## src/rtl/hazard_ctrl_if.sv

```systemverilog
// Pipeline-to-hazard-controller bundle: hazard inputs from the pipeline stages and
// the stall/flush controls and performance counters going back.
interface hazard_ctrl_if #(
    parameter int CNT_W = 32
);
    logic [4:0]       id_rs1;
    logic [4:0]       id_rs2;
    logic             id_use_rs1;
    logic             id_use_rs2;
    logic             ex_mem_read;
    logic [4:0]       ex_rd;
    logic             ex_muldiv;
    logic             ex_branch_taken;
    logic             imem_ready;
    logic             mem_access;
    logic             dmem_ready;
    logic             pc_stall;
    logic             if_id_stall;
    logic             if_id_flush;
    logic             id_ex_stall;
    logic             id_ex_flush;
    logic             ex_mem_stall;
    logic             ex_mem_flush;
    logic             mem_wb_flush;
    logic             muldiv_done;
    logic [CNT_W-1:0] stall_cnt;
    logic [CNT_W-1:0] flush_cnt;

    modport master (
        output id_rs1, id_rs2, id_use_rs1, id_use_rs2, ex_mem_read, ex_rd,
               ex_muldiv, ex_branch_taken, imem_ready, mem_access, dmem_ready,
        input  pc_stall, if_id_stall, if_id_flush, id_ex_stall, id_ex_flush,
               ex_mem_stall, ex_mem_flush, mem_wb_flush, muldiv_done,
               stall_cnt, flush_cnt
    );

    modport slave (
        input  id_rs1, id_rs2, id_use_rs1, id_use_rs2, ex_mem_read, ex_rd,
               ex_muldiv, ex_branch_taken, imem_ready, mem_access, dmem_ready,
        output pc_stall, if_id_stall, if_id_flush, id_ex_stall, id_ex_flush,
               ex_mem_stall, ex_mem_flush, mem_wb_flush, muldiv_done,
               stall_cnt, flush_cnt
    );
endinterface

```

## src/rtl/hazard_ctrl.sv

```systemverilog
// Hazard and stall controller for the 5-stage RV32I pipeline, with saturating
// stall/flush event counters.
//
// state  | meaning
// RUN    | normal issue; a mul/div entering EX starts the occupancy count
// MULDIV | mul/div held in EX; cnt = remaining stall cycles before the done cycle
module hazard_ctrl #(
    parameter int MULDIV_LAT = 4,
    parameter int CNT_W      = 32
) (
    input logic         clk,
    input logic         rst_n,
    hazard_ctrl_if.slave hz
);
    localparam int            CW       = $clog2(MULDIV_LAT) + 1;
    localparam bit            MD_MULTI = (MULDIV_LAT > 1);
    localparam logic [CW-1:0] CNT_INIT = MD_MULTI ? CW'(MULDIV_LAT - 2) : '0;

    typedef enum logic {RUN, MULDIV} state_t;

    state_t         state;
    logic [CW-1:0]  cnt;
    logic           kill_pending;
    logic [CNT_W-1:0] stall_cnt;
    logic [CNT_W-1:0] flush_cnt;

    logic dmem_wait, load_use, md_stall, free_run;
    logic br_act, lu_act, stale_act;
    logic pc_stall, if_id_stall, if_id_flush, id_ex_stall, id_ex_flush;
    logic ex_mem_stall, ex_mem_flush, mem_wb_flush, muldiv_done;

    always_comb begin
        dmem_wait = hz.mem_access && !hz.dmem_ready;
        load_use  = hz.ex_mem_read && (hz.ex_rd != 5'd0) &&
                    ((hz.id_use_rs1 && (hz.id_rs1 == hz.ex_rd)) ||
                     (hz.id_use_rs2 && (hz.id_rs2 == hz.ex_rd)));
        md_stall  = ((state == RUN) && hz.ex_muldiv && MD_MULTI) ||
                    ((state == MULDIV) && (cnt != '0));
        free_run  = !dmem_wait && !md_stall;
        br_act    = free_run && hz.ex_branch_taken;
        lu_act    = free_run && !hz.ex_branch_taken && load_use;
        stale_act = free_run && !hz.ex_branch_taken && !load_use &&
                    kill_pending && hz.imem_ready;

        pc_stall     = 1'b0;
        if_id_stall  = 1'b0;
        if_id_flush  = 1'b0;
        id_ex_stall  = 1'b0;
        id_ex_flush  = 1'b0;
        ex_mem_stall = 1'b0;
        ex_mem_flush = 1'b0;
        mem_wb_flush = 1'b0;
        muldiv_done  = 1'b0;

        if (dmem_wait) begin
            pc_stall     = 1'b1;
            if_id_stall  = 1'b1;
            id_ex_stall  = 1'b1;
            ex_mem_stall = 1'b1;
            mem_wb_flush = 1'b1;
        end else if (md_stall) begin
            pc_stall     = 1'b1;
            if_id_stall  = 1'b1;
            id_ex_stall  = 1'b1;
            ex_mem_flush = 1'b1;
        end else begin
            muldiv_done = ((state == MULDIV) && (cnt == '0)) ||
                          ((state == RUN) && hz.ex_muldiv && !MD_MULTI);
            // The redirect always loads the PC, even if the fetch is still outstanding.
            if (br_act) begin
                if_id_flush = 1'b1;
                id_ex_flush = 1'b1;
            end else if (lu_act) begin
                pc_stall    = 1'b1;
                if_id_stall = 1'b1;
                id_ex_flush = 1'b1;
            end else if (!hz.imem_ready || stale_act) begin
                pc_stall    = 1'b1;
                if_id_flush = 1'b1;
            end
        end
    end

    always_ff @(posedge clk or negedge rst_n) begin
        if (!rst_n) begin
            state        <= RUN;
            cnt          <= '0;
            kill_pending <= 1'b0;
        end else if (!dmem_wait) begin
            case (state)
                RUN: begin
                    if (hz.ex_muldiv && MD_MULTI) begin
                        state <= MULDIV;
                        cnt   <= CNT_INIT;
                    end
                end
                MULDIV: begin
                    if (cnt != '0) cnt <= cnt - 1'b1;
                    else           state <= RUN;
                end
                default: state <= RUN;
            endcase
            // A branch that finds the fetch already complete has nothing stale to kill.
            if (br_act)         kill_pending <= !hz.imem_ready;
            else if (stale_act) kill_pending <= 1'b0;
        end
    end

    always_ff @(posedge clk or negedge rst_n) begin
        if (!rst_n) begin
            stall_cnt <= '0;
            flush_cnt <= '0;
        end else begin
            if (pc_stall && (stall_cnt != '1)) stall_cnt <= stall_cnt + 1'b1;
            if (br_act && (flush_cnt != '1))   flush_cnt <= flush_cnt + 1'b1;
        end
    end

    assign hz.pc_stall     = pc_stall;
    assign hz.if_id_stall  = if_id_stall;
    assign hz.if_id_flush  = if_id_flush;
    assign hz.id_ex_stall  = id_ex_stall;
    assign hz.id_ex_flush  = id_ex_flush;
    assign hz.ex_mem_stall = ex_mem_stall;
    assign hz.ex_mem_flush = ex_mem_flush;
    assign hz.mem_wb_flush = mem_wb_flush;
    assign hz.muldiv_done  = muldiv_done;
    assign hz.stall_cnt    = stall_cnt;
    assign hz.flush_cnt    = flush_cnt;
endmodule

```

## src/flat_wrapper.sv

```systemverilog
// flat-port wrapper written by rule: the top's interface ports become plain ports
module hazard_ctrl_flat 
#(
    parameter int MULDIV_LAT = 4,
    parameter int CNT_W      = 32
)
  (clk, rst_n, hz_id_rs1, hz_id_rs2, hz_id_use_rs1, hz_id_use_rs2, hz_ex_mem_read, hz_ex_rd, hz_ex_muldiv, hz_ex_branch_taken, hz_imem_ready, hz_mem_access, hz_dmem_ready, hz_pc_stall, hz_if_id_stall, hz_if_id_flush, hz_id_ex_stall, hz_id_ex_flush, hz_ex_mem_stall, hz_ex_mem_flush, hz_mem_wb_flush, hz_muldiv_done, hz_stall_cnt, hz_flush_cnt);
  hazard_ctrl_if #(.CNT_W(CNT_W)) hz_i ();
  input logic clk;
  input logic rst_n;
  input wire logic [$bits(hz_i.id_rs1)-1:0] hz_id_rs1;
  input wire logic [$bits(hz_i.id_rs2)-1:0] hz_id_rs2;
  input wire logic [$bits(hz_i.id_use_rs1)-1:0] hz_id_use_rs1;
  input wire logic [$bits(hz_i.id_use_rs2)-1:0] hz_id_use_rs2;
  input wire logic [$bits(hz_i.ex_mem_read)-1:0] hz_ex_mem_read;
  input wire logic [$bits(hz_i.ex_rd)-1:0] hz_ex_rd;
  input wire logic [$bits(hz_i.ex_muldiv)-1:0] hz_ex_muldiv;
  input wire logic [$bits(hz_i.ex_branch_taken)-1:0] hz_ex_branch_taken;
  input wire logic [$bits(hz_i.imem_ready)-1:0] hz_imem_ready;
  input wire logic [$bits(hz_i.mem_access)-1:0] hz_mem_access;
  input wire logic [$bits(hz_i.dmem_ready)-1:0] hz_dmem_ready;
  output wire logic [$bits(hz_i.pc_stall)-1:0] hz_pc_stall;
  output wire logic [$bits(hz_i.if_id_stall)-1:0] hz_if_id_stall;
  output wire logic [$bits(hz_i.if_id_flush)-1:0] hz_if_id_flush;
  output wire logic [$bits(hz_i.id_ex_stall)-1:0] hz_id_ex_stall;
  output wire logic [$bits(hz_i.id_ex_flush)-1:0] hz_id_ex_flush;
  output wire logic [$bits(hz_i.ex_mem_stall)-1:0] hz_ex_mem_stall;
  output wire logic [$bits(hz_i.ex_mem_flush)-1:0] hz_ex_mem_flush;
  output wire logic [$bits(hz_i.mem_wb_flush)-1:0] hz_mem_wb_flush;
  output wire logic [$bits(hz_i.muldiv_done)-1:0] hz_muldiv_done;
  output wire logic [$bits(hz_i.stall_cnt)-1:0] hz_stall_cnt;
  output wire logic [$bits(hz_i.flush_cnt)-1:0] hz_flush_cnt;
  assign hz_i.id_rs1 = hz_id_rs1;
  assign hz_i.id_rs2 = hz_id_rs2;
  assign hz_i.id_use_rs1 = hz_id_use_rs1;
  assign hz_i.id_use_rs2 = hz_id_use_rs2;
  assign hz_i.ex_mem_read = hz_ex_mem_read;
  assign hz_i.ex_rd = hz_ex_rd;
  assign hz_i.ex_muldiv = hz_ex_muldiv;
  assign hz_i.ex_branch_taken = hz_ex_branch_taken;
  assign hz_i.imem_ready = hz_imem_ready;
  assign hz_i.mem_access = hz_mem_access;
  assign hz_i.dmem_ready = hz_dmem_ready;
  assign hz_pc_stall = hz_i.pc_stall;
  assign hz_if_id_stall = hz_i.if_id_stall;
  assign hz_if_id_flush = hz_i.if_id_flush;
  assign hz_id_ex_stall = hz_i.id_ex_stall;
  assign hz_id_ex_flush = hz_i.id_ex_flush;
  assign hz_ex_mem_stall = hz_i.ex_mem_stall;
  assign hz_ex_mem_flush = hz_i.ex_mem_flush;
  assign hz_mem_wb_flush = hz_i.mem_wb_flush;
  assign hz_muldiv_done = hz_i.muldiv_done;
  assign hz_stall_cnt = hz_i.stall_cnt;
  assign hz_flush_cnt = hz_i.flush_cnt;
  hazard_ctrl #(.MULDIV_LAT(MULDIV_LAT), .CNT_W(CNT_W)) u_core (.clk(clk), .rst_n(rst_n), .hz(hz_i));
endmodule
```

## config.mk

```make
export PLATFORM = sky130hd
export DESIGN_NAME = hazard_ctrl_flat
export DESIGN_NICKNAME = d
export VERILOG_FILES = /design/src/rtl/hazard_ctrl_if.sv /design/src/rtl/hazard_ctrl.sv /design/src/flat_wrapper.sv
export SDC_FILE = /design/constraint.sdc
export NUM_CORES = 1
export LEC_CHECK = 0
export CAP_MARGIN = 20
export CORE_MARGIN = 2
export CORE_UTILIZATION = 35
export CTS_CLUSTER_SIZE = 14
export DETAILED_ROUTE_END_ITERATION = 8
export PLACE_DENSITY_LB_ADDON = 0.05
export SYNTH_ARGS = -nofsm -noshare
export SYNTH_HDL_FRONTEND = slang
export SYNTH_SLANG_ARGS = --single-unit
```

## constraint.sdc

```tcl
create_clock -name clk -period 6.9 [get_ports clk]
set_input_delay 1.38 -clock clk [delete_from_list [all_inputs] [get_ports clk]]
set_output_delay 1.38 -clock clk [all_outputs]
set_load 0.02 [all_outputs]
```

# ---- After elaboration in Yosys (flattened, before gate mapping)
# Index checks and enable logic that the tools add are counted.
dict set report word_totals {
  regBits 69
  latch_bits 0
  ramBits 0
  rom_bits 0
  input_bits 25
  output_inout_bits 73
  wordCells 78
  memories 0
}
dict set report classes {
  addsub 3
  n_mul 0
  div_mod_pow 0
  magnitude_cmp 0
  n_eq_ne 6
  n_shift 0
  mux 30
  bitwise 2
  n_reduce_logical 32
}
# cell count
set ops {}
lappend ops {{$add 32x1->32 const B} 2}
lappend ops {{$ne 32x32->1 const B} 2}
lappend ops {{$mux 1} 26}
lappend ops {{$logic_and 1x1->1} 17}
lappend ops {{$eq 5x5->1} 2}
lappend ops {{$logic_not 1->1} 6}
lappend ops {{$mux 3} 2}
lappend ops {{$pmux 3 s2} 1}
lappend ops {{$reduce_bool 5->1} 1}
lappend ops {{$ne 2x2->1 const B} 2}
lappend ops {{$logic_not 3->1} 1}
lappend ops {{$logic_or 1x1->1} 3}
lappend ops {{$reduce_and 3->1} 1}
lappend ops {{$reduce_bool 3->1} 1}
lappend ops {{$sub 3x1->3 const B} 1}
lappend ops {{$not 1->1} 2}
lappend ops {{$pmux 1 s2} 1}
lappend ops {{$reduce_and 2->1} 1}
lappend ops {{$reduce_bool 2->1} 1}

# ---- Depth between registers and ports, before layout
dict set report logic_depth {
  ltp_word 16
  depth_mapped 12
  mapped_depth_nobuf 11
}

# ---- Worst setup path after synthesis
# OpenSTA, ideal clock, no wires.
dict set report synth_path {
  path_type {input to output}
  startpoint {input hz_ex_rd[0]}
  endpoint {output hz_if_id_flush}
  arrival_time_ns 2.509
  required_time_ns 5.520
  path_slack_ns 3.011
  stages 6
  path_buffers 0
  cell_sequence {or4_1 o21ai_1 inv_1 nand2_1 a21oi_1 nor2_1}
}
dict set report synth_between {
  elab_chain_len 14
  elab_cells_between_ends 19
  classes_between {eq/ne (2); mux (5); reduce/logical (12)}
}
# item line
set synth_rtl {}
lappend synth_rtl {{start, declared} flat_wrapper.sv:16} ;# input wire logic [$bits(hz_i.ex_rd)-1:0] hz_ex_rd;
lappend synth_rtl {{$eq 5x5->1, on equally long branches} {hazard_ctrl.sv:35, hazard_ctrl.sv:36}}
lappend synth_rtl {{$logic_and 1x1->1, on equally long branches} {hazard_ctrl.sv:35, hazard_ctrl.sv:36}}
lappend synth_rtl {{$logic_or 1x1->1} hazard_ctrl.sv:35} ;# ((hz.id_use_rs1 && (hz.id_rs1 == hz.ex_rd)) ||
lappend synth_rtl {{$logic_and 1x1->1 (*)} hazard_ctrl.sv:34} ;# load_use = hz.ex_mem_read && (hz.ex_rd != 5'd0) &&
lappend synth_rtl {{$logic_not 1->1} hazard_ctrl.sv:42} ;# stale_act = free_run && !hz.ex_branch_taken && !load_use &&
lappend synth_rtl {{$logic_and 1x1->1 (2 in a row)} hazard_ctrl.sv:42}
lappend synth_rtl {{$logic_and 1x1->1} hazard_ctrl.sv:43} ;# kill_pending && hz.imem_ready;
lappend synth_rtl {{$logic_or 1x1->1} hazard_ctrl.sv:77} ;# end else if (!hz.imem_ready || stale_act) begin
lappend synth_rtl {{$mux 1} hazard_ctrl.sv:77}
lappend synth_rtl {{$mux 1 (*)} hazard_ctrl.sv:73} ;# end else if (lu_act) begin
lappend synth_rtl {{$mux 1 (*)} hazard_ctrl.sv:70} ;# if (br_act) begin
lappend synth_rtl {{$mux 1 (*)} hazard_ctrl.sv:61} ;# end else if (md_stall) begin
lappend synth_rtl {{$mux 1 (*)} hazard_ctrl.sv:55} ;# if (dmem_wait) begin
lappend synth_rtl {{end, declared} flat_wrapper.sv:24} ;# output wire logic [$bits(hz_i.if_id_flush)-1:0] hz_if_id_flush;
# Every way passes the cells marked *; elsewhere a longest branch is shown, timed or not.

# ---- Final worst setup path
dict set report layout_path {
  startpoint {input hz_ex_rd[0]}
  endpoint {output hz_pc_stall}
}
dict set report layout_between {
  elab_chain_len 14
  elab_cells_between_ends 19
  classes_between {eq/ne (2); mux (5); reduce/logical (12)}
}
# item line
set layout_rtl {}
lappend layout_rtl {{$eq 5x5->1, on equally long branches} {hazard_ctrl.sv:35, hazard_ctrl.sv:36}}
lappend layout_rtl {{$logic_and 1x1->1, on equally long branches} {hazard_ctrl.sv:35, hazard_ctrl.sv:36}}
lappend layout_rtl {{$logic_or 1x1->1} hazard_ctrl.sv:35}
lappend layout_rtl {{$logic_and 1x1->1 (*)} hazard_ctrl.sv:34}
lappend layout_rtl {{$logic_not 1->1} hazard_ctrl.sv:42}
lappend layout_rtl {{$logic_and 1x1->1 (2 in a row)} hazard_ctrl.sv:42}
lappend layout_rtl {{$logic_and 1x1->1} hazard_ctrl.sv:43}
lappend layout_rtl {{$logic_or 1x1->1} hazard_ctrl.sv:77}
lappend layout_rtl {{$mux 1} hazard_ctrl.sv:77}
lappend layout_rtl {{$mux 1 (*)} hazard_ctrl.sv:73}
lappend layout_rtl {{$mux 1 (*)} hazard_ctrl.sv:70}
lappend layout_rtl {{$mux 1 (*)} hazard_ctrl.sv:61}
lappend layout_rtl {{$mux 1 (*)} hazard_ctrl.sv:55}
lappend layout_rtl {{end, declared} flat_wrapper.sv:22} ;# output wire logic [$bits(hz_i.pc_stall)-1:0] hz_pc_stall;
# Marked as above.

==> results.sh <==
export IMPL_outcome="completed"
export IMPL_cts_htree_levels=3
export IMPL_drive_gt1_share_pct=8.844
export IMPL_cts_buffers=9
export IMPL_synth_ff_type="dfrtp_1"
export IMPL_io_pin_count=98
export IMPL_peakVddDrop_mv=0.1069
export IMPL_rsz0062_at_grt="no"
export IMPL_cp_data_required_time_ps=5520
export IMPL_drc_errors=0
export IMPL_min_period_over_period_pct=71.34
export IMPL_die_w_um=104.1
export IMPL_clock_latency_ps=340
export IMPL_yosysTopAreaCell="dfrtp_1"
export IMPL_syn_num_nets=361
export IMPL_worstSetupPathType="input pin to primary output"
export IMPL_rows=36
export IMPL_area_delta_synth_final_pct=36.26
export IMPL_synth_seq_area_share_pct=49.25
export IMPL_yosysMostFrequentCell="dfrtp_1"
export IMPL_final_setup_tns_ps=0
export IMPL_fin_crit_ps=4923
export IMPL_ys_seq_elements=69
export IMPL_gp_congestion=0.7736
export IMPL_final_nets=465
export IMPL_cts_tree="done"
export IMPL_gr_usage_met3_pct=4.887
export IMPL_powerDensity_nw_per_um2=254.6
export IMPL_hold_slack_ps=486.9
export IMPL_clock_path_buffers=2
export IMPL_slew_headroom_pct=28.92
export IMPL_leakage_nw=1.967
export IMPL_gr_total_overflow=0
export IMPL_dieHeight_um=104.1
export IMPL_ant_nets=0
export IMPL_worstSetupStartpointType="input pin"
export IMPL_placed_cell_area_um2=4608
export IMPL_drt_first_pass_iters=4
export IMPL_fp_coreArea_um2=9729
export IMPL_yosysWarnings=0
export IMPL_cts_setup_buffers=0
export IMPL_max_freq_ghz=0.2031
export IMPL_cp_max_fo=7
export IMPL_synth_edf_count=0
export IMPL_async_flop_share_pct=100.0
export IMPL_diodes=0
export IMPL_cts_resized=0
export IMPL_grt_busiest_layer="met2"
export IMPL_maxCapViolations=0
export IMPL_arrival_ps=3540
export IMPL_numPortBuffers=97
export IMPL_cts_sinks=69
export IMPL_fin_skew_ps=9.273
export IMPL_synth_cell_types=42
export IMPL_grt_max_degree=70
export IMPL_wl_per_cell_um=13.17
export IMPL_postSynthCellCount=332
export IMPL_cts_root_buf="clkbuf_8"
export IMPL_setup_violations_final=0
export IMPL_post_dp_hpwl_um=5457
export IMPL_avgSynthCellArea_um2=10.56
export IMPL_grt_usage_pct=14.74
export IMPL_die_area_um2=10830
export IMPL_grt_pass1_wl_um=12860
export IMPL_finalWirelength_um=7558
export IMPL_drtIter0Drc=84
export IMPL_netlist_top_cells_area="dfrtp_1 49%, xnor2_1 13%, nand3_1 4.3%, xor2_1 4.2%, nand2_1 3.7%"
export IMPL_fin_area_um2=4777
export IMPL_initial_utilization_pct=36.03
export IMPL_cts_clk_slew_worst_paths_ps=80
export IMPL_end_kind="primary output"
export IMPL_grt_pass1_vias=2657
export IMPL_hold_path_class="flip-flop to flip-flop"
export IMPL_vias=2744
export IMPL_grt_use_met2_pct=22.74
export IMPL_synth_top_area_share_pct=49.25
export IMPL_antenna_found_initial=0
export IMPL_hold_viol=0
export IMPL_synthTopCellsByCount="69 x dfrtp_1, 52 x xnor2_1, 35 x nand2_1, 30 x nand3_1, 18 x nor2_1"
export IMPL_drv_slew=0
export IMPL_vias_per_cell=4.780
export IMPL_tightest_slew_ps=1060
export IMPL_hold_buffers=0
export IMPL_grtUsageMet1_pct=19.13
export IMPL_synth_area_um2=3506
## logic make-up after synthesis
group,Yosys count,synth area share [%]
muxes,3,0.9635
DFF,69,49.25
xor gates and xnor gates,69,17.24
AOI/OAI and AO/OA,15,3.283
buffers and inverters,19,2.569
and+or+nand+nor,153,25.27
adders and majority gates,4,1.428
## worst paths after layout
path                                                    start                             endpoint  slack [ps]  depth (start not counted)
setup reg to reg                    u_core.cnt[0]$_DFFE_PN0P_  u_core.hz.stall_cnt[13]$_DFFE_PN0P_        4100                         11
max in group asynchronous                               rst_n  u_core.hz.flush_cnt[16]$_DFFE_PN0P_        5090                          2
setup / recovery                                  hz_ex_rd[0]                          hz_pc_stall        1980                          7
min in group asynchronous                               rst_n   u_core.hz.stall_cnt[7]$_DFFE_PN0P_        1230                          2
hold reg to reg            u_core.hz.stall_cnt[8]$_DFFE_PN0P_   u_core.hz.stall_cnt[8]$_DFFE_PN0P_         490                          1
hold / removal             u_core.hz.stall_cnt[8]$_DFFE_PN0P_   u_core.hz.stall_cnt[8]$_DFFE_PN0P_         490                          1
## placed cells by master (no fill, tap or decap), types with 6 or more instances in the layout
| master | n |
|---|---|
| and2_1 | 6 |
| and3_1 | 9 |
| clkbuf_8 | 10 |
| clkdlybuf4s50_1 | 96 |
| dfrtp_1 | 69 |
| inv_1 | 13 |
| nand2_1 | 35 |
| nand3_1 | 30 |
| nand4_1 | 16 |
| nor2_1 | 18 |
| nor3_1 | 13 |
| xnor2_1 | 52 |
| xor2_1 | 17 |
## through the flow
| step | util, % | instances | worst slack [ps] | power [mW] |
|---|---|---|---|---|
| 2_1_floorplan | - | 332 | 3011 | 0.7595 |
| 3_3_place_gp | 47.36 | 558 | 1957 | 0.9317 |
| 3_5_place_dp | 47.36 | 558 | 1937 | 0.9385 |
| 4_1_cts | 49.10 | 574 | 1942 | 1.236 |
| 5_1_grt | 49.10 | 574 | 1835 | 1.296 |
| 6_report | 49.10 | 574 | 1977 | 1.216 |
## metal layers
layer	vias up	routed length, um
met5	-	0
met4	0	132
met3	11	600
met2	85	3438
met1	1302	3386
li1	1346	-
## flip-flops by register name (all words and copies together), names as in the netlist
register,cells
u_core.kill_pending,1
u_core.state,1
u_core.cnt,3
u_core.hz.flush_cnt,32
u_core.hz.stall_cnt,32
## power by group
group          internal (mW)  total (mW)  switching [mW]
combinational          0.191       0.407           0.215
clock                  0.139       0.294           0.154
sequential             0.459       0.516          0.0571
## critical path, stage by stage
cell and delay, ps:
clkdlybuf4s50_1 460, or4_1 550, o21ai_1 130, inv_1 100, a31oi_4 300, inv_1 70, clkdlybuf4s50_1 550
## area by class of cell
cell class | count | area, um^2
Clock buffer | 12 | 145.1
Tap cell | 133 | 166.4
Clock inverter | 4 | 23.77
Fill cell | 972 | 4952
Inverter | 14 | 52.55
Sequential cell | 69 | 1727
Timing Repair Buffer | 98 | 973.4
Multi-Input combinational cell | 244 | 1689
No activity file was read; power rests on OpenSTA's default activity.
